### config.mk
export PLATFORM = sky130hd
export DESIGN_NAME = counter_event_capture
export DESIGN_NICKNAME = d
export VERILOG_FILES = /design/src/rtl/counter_event_capture_pkg.sv /design/src/rtl/counter_event_capture_sync_fifo.sv /design/src/rtl/counter_event_capture.sv
export SDC_FILE = /design/constraint.sdc
export NUM_CORES = 1
export LEC_CHECK = 0
export ABC_AREA = 1
export CORE_UTILIZATION = 40
export DETAILED_ROUTE_END_ITERATION = 7
export SLEW_MARGIN = 10
export SYNTH_ARGS = -nofsm -noshare
export SYNTH_HDL_FRONTEND = slang
export SYNTH_HIERARCHICAL = 1
export SYNTH_SLANG_ARGS = --single-unit
### constraint.sdc
create_clock -name clk -period 6.8 [get_ports clk]
set_input_delay 1.36 -clock clk [delete_from_list [all_inputs] [get_ports clk]]
set_output_delay 1.36 -clock clk [all_outputs]
set_load 0.02 [all_outputs]
### src/rtl/counter_event_capture_pkg.sv
// Shared definitions for the counter event capture block.
//   evt_type_e  : record type code (01 match, 10 wrap, 11 both)
//   CNT_W_DEF   : default width of the monitored counter value
//   evt_encode  : builds the type code from the two event strobes
package counter_event_capture_pkg;

   localparam int CNT_W_DEF = 6;

   typedef enum logic [1:0] {
      EVT_NONE  = 2'b00,
      EVT_MATCH = 2'b01,
      EVT_WRAP  = 2'b10,
      EVT_BOTH  = 2'b11
   } evt_type_e;

   function automatic evt_type_e evt_encode(input logic match, input logic wrap);
      return evt_type_e'({wrap, match});
   endfunction

endpackage

### src/rtl/counter_event_capture_sync_fifo.sv
// sync_fifo: pointer-based FIFO with a registered head word.
//   clk, rst (async active-low)
//   wr_en/wr_data : write request; accepted when not full, or when full and
//                   a pop happens in the same cycle
//   rd_en         : pop request, honoured only when not empty
//   rd_data       : head record; holds the last popped value while empty
//   full, empty, level : occupancy status (level 0..DEPTH)
module sync_fifo #(
   parameter int WIDTH = 24,
   parameter int DEPTH = 4
) (
   input  logic                     clk,
   input  logic                     rst,
   input  logic                     wr_en,
   input  logic [WIDTH-1:0]         wr_data,
   input  logic                     rd_en,
   output logic [WIDTH-1:0]         rd_data,
   output logic                     full,
   output logic                     empty,
   output logic [$clog2(DEPTH):0]   level
);
   import counter_event_capture_pkg::*;

   localparam int AW = $clog2(DEPTH);

   logic [WIDTH-1:0] mem [DEPTH];
   logic [AW-1:0]    wr_ptr_reg;
   logic [AW-1:0]    rd_ptr_reg;
   logic [AW-1:0]    rd_ptr_inc;
   logic [AW:0]      count_reg;
   logic [WIDTH-1:0] head_reg;
   logic             push;
   logic             pop;

   assign empty      = (count_reg == '0);
   assign full       = (count_reg == (AW+1)'(DEPTH));
   assign pop        = rd_en & ~empty;
   // A full FIFO can still take a write when the head leaves in the same cycle.
   assign push       = wr_en & (~full | pop);
   assign rd_ptr_inc = rd_ptr_reg + AW'(1);
   assign rd_data    = head_reg;
   assign level      = count_reg;

   // Storage array without reset so it maps onto RAM.
   always_ff @(posedge clk) begin
      if (push) begin
         mem[wr_ptr_reg] <= wr_data;
      end
   end

   always_ff @(posedge clk or negedge rst) begin
      if (!rst) begin
         wr_ptr_reg <= '0;
         rd_ptr_reg <= '0;
         count_reg  <= '0;
         head_reg   <= '0;
      end else begin
         if (push) begin
            wr_ptr_reg <= wr_ptr_reg + AW'(1);
         end
         if (pop) begin
            rd_ptr_reg <= rd_ptr_inc;
         end
         count_reg <= count_reg + (AW+1)'(push) - (AW+1)'(pop);
         // Head register: the incoming word becomes head when the FIFO is
         // (or is about to be) otherwise empty; else the next stored word is
         // read on a pop. With no successor the popped value is held.
         if (push && (empty || (pop && count_reg == (AW+1)'(1)))) begin
            head_reg <= wr_data;
         end else if (pop && count_reg > (AW+1)'(1)) begin
            head_reg <= mem[rd_ptr_inc];
         end
      end
   end

endmodule

### src/rtl/counter_event_capture.sv
// counter_event_capture: watches a counter value, detects threshold entry and
// terminal-count wrap, and queues timestamped records for a host to drain.
//   clk, rst (async active-low)
//   cnt_in, thr, arm          : monitored value, match threshold, detect enable
//   out_valid/out_ready       : head record handshake
//   out_type/out_cnt/out_stamp: head record fields
//   level                     : FIFO occupancy
//   ovf, ovf_clr              : sticky drop flag and its clear
module counter_event_capture
   import counter_event_capture_pkg::*;
#(
   parameter int CNT_W   = CNT_W_DEF,
   parameter int DEPTH   = 4,
   parameter int STAMP_W = 16
) (
   input  logic                     clk,
   input  logic                     rst,
   input  logic [CNT_W-1:0]         cnt_in,
   input  logic [CNT_W-1:0]         thr,
   input  logic                     arm,
   output logic                     out_valid,
   input  logic                     out_ready,
   output logic [1:0]               out_type,
   output logic [CNT_W-1:0]         out_cnt,
   output logic [STAMP_W-1:0]       out_stamp,
   output logic [$clog2(DEPTH):0]   level,
   output logic                     ovf,
   input  logic                     ovf_clr
);

   localparam int REC_W = 2 + CNT_W + STAMP_W;

   logic [STAMP_W-1:0] stamp_reg;
   logic [CNT_W-1:0]   cnt_q_reg;
   logic               prev_ok_reg;
   logic               ovf_reg;
   logic               match_evt;
   logic               wrap_evt;
   logic               evt;
   evt_type_e          evt_type;
   logic               fifo_full;
   logic               fifo_empty;
   logic               pop;
   logic [REC_W-1:0]   wr_data;
   logic [REC_W-1:0]   rd_data;

   // Match fires only on entry to thr, so a counter parked at thr (or a thr
   // that already equals the held value when arm rises) yields no event.
   assign match_evt = arm & prev_ok_reg & (cnt_in == thr) & (cnt_q_reg != thr);
   assign wrap_evt  = arm & prev_ok_reg & (cnt_q_reg == {CNT_W{1'b1}}) & (cnt_in == '0);
   assign evt       = match_evt | wrap_evt;
   assign evt_type  = evt_encode(match_evt, wrap_evt);
   assign wr_data   = {evt_type, cnt_in, stamp_reg};

   // out_valid comes straight from the registered occupancy, so out_ready has
   // no combinational path to it.
   assign out_valid = ~fifo_empty;
   assign pop       = out_valid & out_ready;

   assign out_type  = rd_data[REC_W-1 -: 2];
   assign out_cnt   = rd_data[STAMP_W +: CNT_W];
   assign out_stamp = rd_data[STAMP_W-1:0];
   assign ovf       = ovf_reg;

   always_ff @(posedge clk or negedge rst) begin
      if (!rst) begin
         stamp_reg   <= '0;
         cnt_q_reg   <= '0;
         prev_ok_reg <= 1'b0;
         ovf_reg     <= 1'b0;
      end else begin
         stamp_reg   <= stamp_reg + STAMP_W'(1);
         cnt_q_reg   <= cnt_in;
         prev_ok_reg <= 1'b1;
         // A drop in the same cycle as a clear leaves the flag set.
         if (evt && fifo_full && !pop) begin
            ovf_reg <= 1'b1;
         end else if (ovf_clr) begin
            ovf_reg <= 1'b0;
         end
      end
   end

   sync_fifo #(
      .WIDTH (REC_W),
      .DEPTH (DEPTH)
   ) u_fifo (
      .clk     (clk),
      .rst     (rst),
      .wr_en   (evt),
      .wr_data (wr_data),
      .rd_en   (out_ready),
      .rd_data (rd_data),
      .full    (fifo_full),
      .empty   (fifo_empty),
      .level   (level)
   );

endmodule

# Yosys cells after proc, flatten, opt, wreduce, memory -nomap -nowiden
# Memory sizes are Yosys's and may differ from the RTL's.
# Cells that the tools add are included.
# totals
ramBits	96
n_memories	1
wordCells	48
regBits	55
output_inout_bits	29
# classes
n_reduce_logical	11
bitwise	11
n_mux	6
addsub	5
n_eq_ne	5
magnitude_cmp	1
# memory_table
name	depth	width	rd	rd_ports_with_merged_regs	write_ports	line	source
u_fifo.mem	4	24	1	0	1	counter_event_capture_sync_fifo.sv:26	logic [WIDTH-1:0] mem [DEPTH];
# op_table
operator	n
$mux 24	2
$add 16x1->16 const B	1
$and 1x1->1	7
$eq 6x6->1	1
$eq 6x6->1 const B	1
$logic_not 6->1	1
$ne 6x6->1	1
$logic_and 1x1->1	5
$add 2x1->2 const B	2
$mux 1	4
$reduce_bool 2->1	2
$add 3x1->3	1
$eq 3x1->1 const B	1
$eq 3x3->1 const B	1
$gt 3x1->1 const B	1
$logic_not 3->1	1
$sub 3x1->3	1
$not 1->1	2
$or 1x1->1	2
$logic_not 1->1	1
$logic_or 1x1->1	1

# Logic depth before layout (Yosys ltp)
# Gate-level depths: netlist of run 1.
# depth
ltp_word	7
depth_mapped	15
ltp_nobuf	14

# Hierarchy
# Netlist of run 1, hierarchy kept.
# by_module_without_submodules
module	area_each_um2	cells_per_inst	instances	seq_area_each_um2
sync_fifo	5776.8	597	1	3658.5
counter_event_capture	1206.2	143	1	600.6

# Worst setup path after synthesis of run 1
# OpenSTA, ideal clock, no wires.
# synth_timing
path_type	input-to-reg
from	input thr[3]
to	memory u_fifo.mem[0][0] (enable)
slack_ns	3.017
required_ns	6.395
path_stages	11
arrival_ns	3.378
setup_time_ns	0.405
path_cell_list	inv_1 -> nand2_1 -> nand2_1 -> nor2_1 -> nand2_1 -> nor2_1 -> nand2_1 -> nand2_1 -> clkbuf_1 -> nand2_1 -> nor2_1
# synth_between
elab_chain_len	7
elab_cells_between_ends	8
# synth_lines
item	line	source
from (decl)	counter_event_capture.sv:19	input logic [CNT_W-1:0] thr,
$eq 6x6->1	counter_event_capture.sv:49	assign match_evt = arm & prev_ok_reg & (cnt_in == thr) & (cnt_q_reg != thr);
$and 1x1->1	counter_event_capture.sv:49	
$and 1x1->1 *	counter_event_capture.sv:49	
$or 1x1->1 *	counter_event_capture.sv:51	assign evt = match_evt | wrap_evt;
via evt	counter_event_capture.sv:39	logic evt;
$and 1x1->1 *	counter_event_capture_sync_fifo.sv:39	assign push = wr_en & (~full | pop);
$mux 1 *	counter_event_capture_sync_fifo.sv:46	if (push) begin
$mux 1 (not written as such) *	counter_event_capture_sync_fifo.sv:47	mem[wr_ptr_reg] <= wr_data;
to (decl)	counter_event_capture_sync_fifo.sv:26	
# Mark *: on every way through the listed nets, which the timed path passes. The rest lies on a longest branch.

# Final worst setup path of run 1
# layout_timing
from	input cnt_in[3]
to	register u_fifo.count_reg[2], in the netlist u_fifo/level[2]
# layout_between
elab_chain_len	7
elab_cells_between_ends	9
# layout_lines
item	line	source
from (decl)	counter_event_capture.sv:18	input logic [CNT_W-1:0] cnt_in,
$eq 6x6->1	counter_event_capture.sv:49	
$and 1x1->1 (2 in series)	counter_event_capture.sv:49	
$or 1x1->1 *	counter_event_capture.sv:51	
via evt	counter_event_capture.sv:39	
$and 1x1->1 *	counter_event_capture_sync_fifo.sv:39	
$add 3x1->3 *	counter_event_capture_sync_fifo.sv:64	count_reg <= count_reg + (AW+1)'(push) - (AW+1)'(pop);
$sub 3x1->3 *	counter_event_capture_sync_fifo.sv:64	
to (signal assigned)	counter_event_capture_sync_fifo.sv:64	
to (decl)	counter_event_capture_sync_fifo.sv:30	logic [AW:0] count_reg;
# Marked as above.
# A chain may end at the register's enable or synchronous reset.

==> reports/qor_table.md, run 1 <==
| Step | Quantity | This run |
|:---|:---|:---|
| status | Run status | finished, final reports clean |
| layout | Most frequent cells in the layout | sky130_fd_sc_hd__nand2_1, sky130_fd_sc_hd__edfxtp_1, sky130_fd_sc_hd__inv_1 |
| die | I/O pin count | 46 |
| clock network | Number of gates resized after CTS | 0 |
| clock network | CTS tree | done |
| placement | Place WS | 2331 ps |
| die | Vert. Die Dim | 134.1 um |
| routing | Detailed-route wire length | 15.87 mm |
| layout | Leading cell type in the layout, fill and taps excluded | sky130_fd_sc_hd__nand2_1 |
| layout | Nets@finish | 809 |
| worst setup path | CP peak stage delay | 630 ps |
| clock network | Clock tree root driver cell | sky130_fd_sc_hd__clkbuf_16 |
| timing | Transition time of the tightest slew-check pin | 958.9 ps |
| timing | Final Hold Fails | 0 |
| clock network | Number of CTS-inserted buffers | 17 |
| yosys | Post-synthesis register bit count | 151 |
| global route | Total global routing track utilization | 18.68% |
| layout | Relative area change from synthesis to final layout | 17.38% |
| layout | Total of fill cells in the finished design | 1563 |
| yosys | Leading cell types by total area after synthesis | sky130_fd_sc_hd__edfxtp_1, sky130_fd_sc_hd__dfrtp_1, sky130_fd_sc_hd__nand2_1 |
| worst setup path | Buf/Inv on CP | 4 |
| clock network | H-tree level count | 4 |
| timing | Clock skew | 7.055 ps |
| min path | Hold Crit Depth | 2 |
| clock network | Source-to-sink clock delay at the later pin of the worst-skew pair | 420 ps |
| worst setup path | Critical path cell sequence | clkdlybuf4s50_1 -> inv_1 -> nand2_1 -> nand2_1 -> nor2_1 -> nand2_1 -> nor2_1 -> nand2_1 -> nand2_1 -> buf_4 -> nand2_1 -> ha_1 -> inv_1 -> ha_1 -> fa_1 -> xnor2_1 |
| clock network | Clk sink count | 151 |
| global route | Largest net degree at the start of global routing | 56 |
| yosys | Share of the synthesized netlist area taken by xor and xnor gates | 2.132% |
| worst setup path | Data arrival at the endpoint of the critical path | 4350 ps |
| yosys | Unique cell type count in the Yosys netlist | 35 |
| clock network | Clock-pin slew reported for the worst setup and hold paths after clock tree synthesis | 60 ps |
| worst setup path | Worst EP required | 7100 ps |
| routing | Initial DRT Pass Iterations | 5 |
| job | Max-capacitance violation count | 0 |
| clock network | Setup Fix Bufs, Post-CTS | 0 |
| yosys | Net count of the mapped netlist | 767 |
| global route | Total congestion overflow | 0 |
| placement | DPL Wire Length | 9.309 mm |
| timing | Final Max Slew Viols | 0 |
| placement | Placed instance area | 7592 um2 |
| yosys | Sequential area share after synthesis | 60.99% |
| die | Initial core utilization | 41.52% |
| layout | # diodes | 0 |
| timing | Setup repair after global routing missed its margin | false |
| worst setup path | Largest fanout on the critical path | 27 |
| yosys | Area fraction of the dominant cell type after synthesis | 41.28% |
| timing | Max Fclk | 247.1 MHz |
| timing | Worst Setup Slack, final | 2754 ps |
| routing | Mean number of vias per cell | 4.884 |
| clock network | Maximum buffer depth of the clock tree | 2 |
| yosys | Dominant combinational cell family by area after synthesis | simple AND/OR/NAND/NOR gates |
| min path | Hold Path Class | register to register |
| worst setup path | Worst r2r dst | u_fifo/rd_data[22] |
| yosys | Cells after Synth | 740 |
| global route | Wire length of the first global-routing pass | 25.34 mm |
| min path | HP Start | ovf |
| placement | Final estimated routing congestion in global placement | 0.8957 |
| yosys | Number of warnings issued by yosys | 6 |
| power and ir drop | PnR Total Power | 2.972 mW |
| yosys | Simple-gate share of the synthesized area | 26.66% |
| worst setup path | Flop2flop setup slack | 3530 ps |
| yosys | Multiplexer share of the synthesized area | 0% |
| routing | Mean routed wirelength per cell | 15.63 um |
| routing | Detailed-route via count | 4957 |
| power and ir drop | Static Leak | 3.865 nW |
| die | Width of the chip | 134.1 um |
| routing | Post-detailed-route count of antenna-violating nets | 0 |
| die | Number of core rows | 47 |
| worst setup path | Startpoint of the most critical register-to-register path | u_fifo/rd_ptr_reg[0] |
| die | Floorplan core area | 16820 um2 |
| worst setup path | Most frequent CP cell | sky130_fd_sc_hd__nand2_1 |
| timing | Remaining max-slew budget at the tightest pin | 35.98% |
| placement | Number of port buffers | 45 |
| worst setup path | Crit end category | register |
| routing | Iteration-0 DRC Markers | 392 |
| clock network | Hold-fix buffers, CTS | 0 |
| timing | Final min period | 4046 ps |
| yosys | Area leader, netlist | sky130_fd_sc_hd__edfxtp_1 |
| timing | Part of the cycle the worst path needs | 59.50% |
| yosys | Post-Synthesis Cell Area | 6983 um2 |
| timing | Final count of negative-setup-slack endpoints | 0 |
| timing | Total Neg Setup Slack | 0 ps |
| power and ir drop | Power per cell area | 362.6 nW/um2 |
| worst setup path | Worst Setup Start Kind | input pin |
| worst setup path | Crit Path Category | input pin to register |
| layout | Final standard cell area without fillers | 8197 um2 |
| global route | Number of antenna violations at the first check in global routing | 0 |
| worst setup path | Cell type group with the largest total delay on the critical path | buffers and inverters |
| placement | Number of cells after detailed placement | 983 |
| worst setup path | Depth of the most critical reg-to-reg path | 10 |
| min path | Hold-critical path endpoint | ovf |
| layout | Non-filler cells in the finished layout | 1015 |
| worst setup path | Slowest cell on crit path | sky130_fd_sc_hd__clkdlybuf4s50_1 |
| global route | Number of global-route vias before repair | 4855 |
| routing | DR DRC count | 0 |
| power and ir drop | Peak supply drop | 252.0 uV |
| layout | Fraction of final layout cells with drive strength greater than 1 | 8.553% |
| die | Area of the die | 17990 um2 |
| yosys | Share of the synthesized area in compound gates (AO/OA/AOI/OAI) | 0.7705% |
| layout | Number of flip-flops under the largest register name | 96 |
| yosys | Area share of fa/ha/maj cells after synthesis | 1.899% |
| yosys | Mean instance size in the synthesized netlist | 9.436 um2 |
cell usage after synthesis (all sizes together):
library cell  instances
nand4                30
a21oi                 4
nor3                  3
nand3b                1
nand3                55
conb                  1
inv                  91
edfxtp               96
nand2               320
xnor2                 8
clkbuf                7
fa                    1
nor2                 22
ha                    9
dfrtp                55
nor4                  1
xor2                  9
buf                  23
a21boi                1
o21ai                 3
area by class of cell:
class	count	area, um2	area share [%]
Multi-Input combinational cell	468	2211	26.97
Clock buffer	23	509.2	6.213
Timing Repair Buffer	53	505.5	6.167
Clock inverter	9	95.09	1.160
Inverter	91	341.6	4.167
Tap cell	220	275.3	3.358
Sequential cell	151	4259	51.96
metrics by stage:
step,util [%],hold WS (ps)
after global placement,45.14,471.9
final,48.74,487.8
after CTS,48.74,498.4
after global routing,48.74,537.5
after detailed placement,45.14,470.3
after floorplan,-,513.1
worst max path at each step:
stage               from                end  slack, ps  cells past startpoint
3_3_place_gp   cnt_in[0]  u_fifo/mem[0][11]       2390                     11
5_1_grt        cnt_in[3]    u_fifo/level[2]       2510                     16
4_1_cts        cnt_in[3]    u_fifo/level[2]       2760                     16
6_report       cnt_in[3]    u_fifo/level[2]       2750                     16
2_1_floorplan     thr[3]   u_fifo/mem[0][0]       3020                     11
3_5_place_dp   cnt_in[3]  u_fifo/mem[0][11]       2330                     13
worst register-to-register path: stages, from the launching register on:
cell                      delay (ps)
sky130_fd_sc_hd__dfrtp_1         360
sky130_fd_sc_hd__buf_4           230
sky130_fd_sc_hd__inv_2           750
sky130_fd_sc_hd__nand2_2         670
sky130_fd_sc_hd__nand2_2         680
sky130_fd_sc_hd__nand2_1         100
sky130_fd_sc_hd__nand2_1          90
sky130_fd_sc_hd__inv_1            40
sky130_fd_sc_hd__nand2_1          50
sky130_fd_sc_hd__nand3_1         130
sky130_fd_sc_hd__nand2_1         100
power breakdown:
group / leakage (nW) / internal (mW) / total (mW) / switching (mW)
Clock: 0.299 / 0.596 / 0.940 / 0.345
Combinational: 1.89 / 0.302 / 0.912 / 0.610
Sequential: 1.68 / 1.06 / 1.12 / 0.0604
cell families (layout without fill, tap and decap cells):
group,count (synthesis),after routing
and+or+nand+nor,432,432
xor gates and xnor gates,17,17
AOI/OAI and AO/OA,8,8
other,1,1
DFF,151,151
buffers and inverters,121,176
adders and majority gates,10,10
per-layer routing:
metal / part of all wire, % / GRT usage (%) / vias up
met1: 43 / 23.78 / 2376
met3: 4.7 / 3.741 / 17
li1: - / - / 2437
met4: 1.5 / 6.679 / 0
met5: 0 / 0 / -
met2: 50 / 31.66 / 127
No activity file was read; power rests on OpenSTA's default activity.
==> run 2: changes to the inputs <==
Clock period 6.8 ns to 4.1 ns, I/O delays scaled along.
==> run 2 against run 1 <==
  * Flip-flop and latch count unchanged
  * Via count up 1.1%
  * Core utilization up 0.59 points
  * Cell count up 0.79%
  * Critical path depth down 1
  * Global-route usage up 0.57 points
  * Non-clock buffer count up 8
  * Combinational power up 71%
  * Worst hold slack worse by 54 ps
  * Sequential share of layout area down 0.62 points
  * Routed wire length up 0.37%
  * First-iteration DRC count down 25%
  * Critical endpoint unchanged
  * Highest routed layer unchanged
==> reports/qor_table.md, run 2 (synthesis gave the netlist of run 1 again) <==
| Step | Quantity | This run |
|:---|:---|:---|
| status | Run status | finished, final reports clean |
| clock network | Number of CTS-inserted buffers | 17 |
| placement | Place WS | 586.4 ps |
| layout | Nets@finish | 817 |
| worst setup path | Slowest cell on crit path | sky130_fd_sc_hd__clkdlybuf4s50_1 |
| layout | Number of flip-flops under the largest register name | 96 |
| global route | Largest net degree at the start of global routing | 49 |
| routing | Mean number of vias per cell | 4.899 |
| worst setup path | Crit Path Category | input pin to register |
| global route | Wire length of the first global-routing pass | 26.16 mm |
| die | Area of the die | 17990 um2 |
| timing | Clock skew | 8.410 ps |
| worst setup path | Buf/Inv on CP | 3 |
| layout | Total of fill cells in the finished design | 1551 |
| power and ir drop | Peak supply drop | 571.9 uV |
| timing | Setup repair after global routing missed its margin | false |
| layout | Relative area change from synthesis to final layout | 18.80% |
| worst setup path | Worst EP required | 4410 ps |
| layout | Final standard cell area without fillers | 8295 um2 |
| die | Vert. Die Dim | 134.1 um |
| clock network | Source-to-sink clock delay at the later pin of the worst-skew pair | 420 ps |
| min path | Hold Path Class | input pin to async pin |
| worst setup path | Largest fanout on the critical path | 8 |
| routing | DR DRC count | 0 |
| die | Number of core rows | 47 |
| worst setup path | Crit end category | register |
| timing | Part of the cycle the worst path needs | 74.45% |
| power and ir drop | Static Leak | 3.890 nW |
| placement | Number of cells after detailed placement | 991 |
| clock network | Hold-fix buffers, CTS | 0 |
| timing | Final min period | 3052 ps |
| timing | Max Fclk | 327.6 MHz |
| global route | Total global routing track utilization | 19.25% |
| layout | Most frequent cells in the layout | sky130_fd_sc_hd__nand2_1, sky130_fd_sc_hd__edfxtp_1, sky130_fd_sc_hd__inv_1 |
| die | Width of the chip | 134.1 um |
| clock network | Setup Fix Bufs, Post-CTS | 0 |
| global route | Number of antenna violations at the first check in global routing | 0 |
| layout | # diodes | 0 |
| timing | Final count of negative-setup-slack endpoints | 0 |
| timing | Total Neg Setup Slack | 0 ps |
| placement | DPL Wire Length | 9.527 mm |
| die | Floorplan core area | 16820 um2 |
| timing | Final Hold Fails | 0 |
| worst setup path | Cell type group with the largest total delay on the critical path | adder cells |
| global route | Number of global-route vias before repair | 4922 |
| worst setup path | CP peak stage delay | 620 ps |
| clock network | H-tree level count | 4 |
| global route | Total congestion overflow | 0 |
| layout | Leading cell type in the layout, fill and taps excluded | sky130_fd_sc_hd__nand2_1 |
| worst setup path | Critical path cell sequence | clkdlybuf4s50_1 -> inv_1 -> nand2_1 -> nand2_1 -> nor2_1 -> nand2_1 -> nor2_1 -> nand2_1 -> nand2_1 -> nand2_1 -> ha_1 -> inv_1 -> ha_1 -> fa_1 -> xnor2_1 |
| clock network | Clk sink count | 151 |
| die | I/O pin count | 46 |
| power and ir drop | Power per cell area | 598.9 nW/um2 |
| job | Max-capacitance violation count | 0 |
| routing | Post-detailed-route count of antenna-violating nets | 0 |
| placement | Final estimated routing congestion in global placement | 0.9821 |
| worst setup path | Most frequent CP cell | sky130_fd_sc_hd__nand2_1 |
| routing | Detailed-route wire length | 15.93 mm |
| timing | Final Max Slew Viols | 0 |
| layout | Fraction of final layout cells with drive strength greater than 1 | 9.838% |
| clock network | Number of gates resized after CTS | 0 |
| die | Initial core utilization | 41.52% |
| routing | Mean routed wirelength per cell | 15.57 um |
| layout | Non-filler cells in the finished layout | 1023 |
| timing | Worst slack on hold paths | 433.9 ps |
| clock network | Maximum buffer depth of the clock tree | 2 |
| timing | Remaining max-slew budget at the tightest pin | 53.58% |
| routing | Detailed-route via count | 5012 |
| placement | Placed instance area | 7702 um2 |
| routing | Iteration-0 DRC Markers | 293 |
| placement | Number of port buffers | 45 |
| timing | Transition time of the tightest slew-check pin | 696.3 ps |
| routing | Initial DRT Pass Iterations | 5 |
| worst setup path | Worst Setup Start Kind | input pin |
| timing | Worst Setup Slack, final | 1048 ps |
| clock network | CTS tree | done |
| clock network | Clock-pin slew reported for the worst setup and hold paths after clock tree synthesis | 60 ps |
| worst setup path | Data arrival at the endpoint of the critical path | 3360 ps |
| clock network | Clock tree root driver cell | sky130_fd_sc_hd__clkbuf_16 |
run 2: final cells by class:
type / count / area (um2) / share of cell area [%]
multi-input combinational: 468 / 2211 / 26.65
timing repair buffer: 61 / 615.6 / 7.421
inverter: 91 / 341.6 / 4.118
sequential: 151 / 4259 / 51.34
clock buffer: 17 / 425.4 / 5.128
tap: 220 / 275.3 / 3.318
clock inverter: 15 / 167.7 / 2.021
run 2: power by group:
group / internal [mW] / switching (mW) / leakage (nW) / total [mW]
logic: 0.519 / 1.04 / 1.94 / 1.56
clock network: 0.907 / 0.646 / 0.274 / 1.55
registers: 1.76 / 0.102 / 1.68 / 1.86
run 2: metal layers:
metal / wire length [um] / vias to the layer above / GRT usage [%] / part of all wire, %
met3: 714 / 29 / 3.099 / 4.5
met1: 7001 / 2383 / 24.39 / 44
met4: 335 / 0 / 8.864 / 2.1
met5: 0 / - / 0 / 0
met2: 7874 / 141 / 32.41 / 49
li1: - / 2459 / - / -
run 2: per-stage QoR:
stage	total power, mW	util [%]
after floorplan	2.883	-
after global placement	3.432	45.80
after detailed placement	3.459	45.80
after CTS	5.013	49.32
after global routing	5.231	49.32
final	4.968	49.32
run 2: path summary, 6_finish.rpt:
path / start / endpoint / slack [ps] / cells after the start
max reg2reg: prev_ok_reg / u_fifo/level[2] / 1780 / 12
min in group clk: ovf / ovf / 490 / 2
min: rst / u_fifo/rd_data[18] / 430 / 1
max: cnt_in[3] / u_fifo/level[2] / 1050 / 15
min reg2reg: ovf / ovf / 490 / 2
max in group asynchronous: rst / cnt_q_reg[1] / 2790 / 2
run 2: worst register-to-register path, cell delays in order, from the launching register on:
cell and delay, ps:
sky130_fd_sc_hd__dfrtp_1 320, sky130_fd_sc_hd__nand2_1 70, sky130_fd_sc_hd__a21oi_1 140, sky130_fd_sc_hd__nand3_1 90
sky130_fd_sc_hd__nor2_1 110, sky130_fd_sc_hd__nand2_1 70, sky130_fd_sc_hd__nand2_1 90, sky130_fd_sc_hd__nand2_1 220
sky130_fd_sc_hd__ha_1 350, sky130_fd_sc_hd__inv_1 40, sky130_fd_sc_hd__ha_1 180, sky130_fd_sc_hd__fa_1 380
sky130_fd_sc_hd__xnor2_1 140
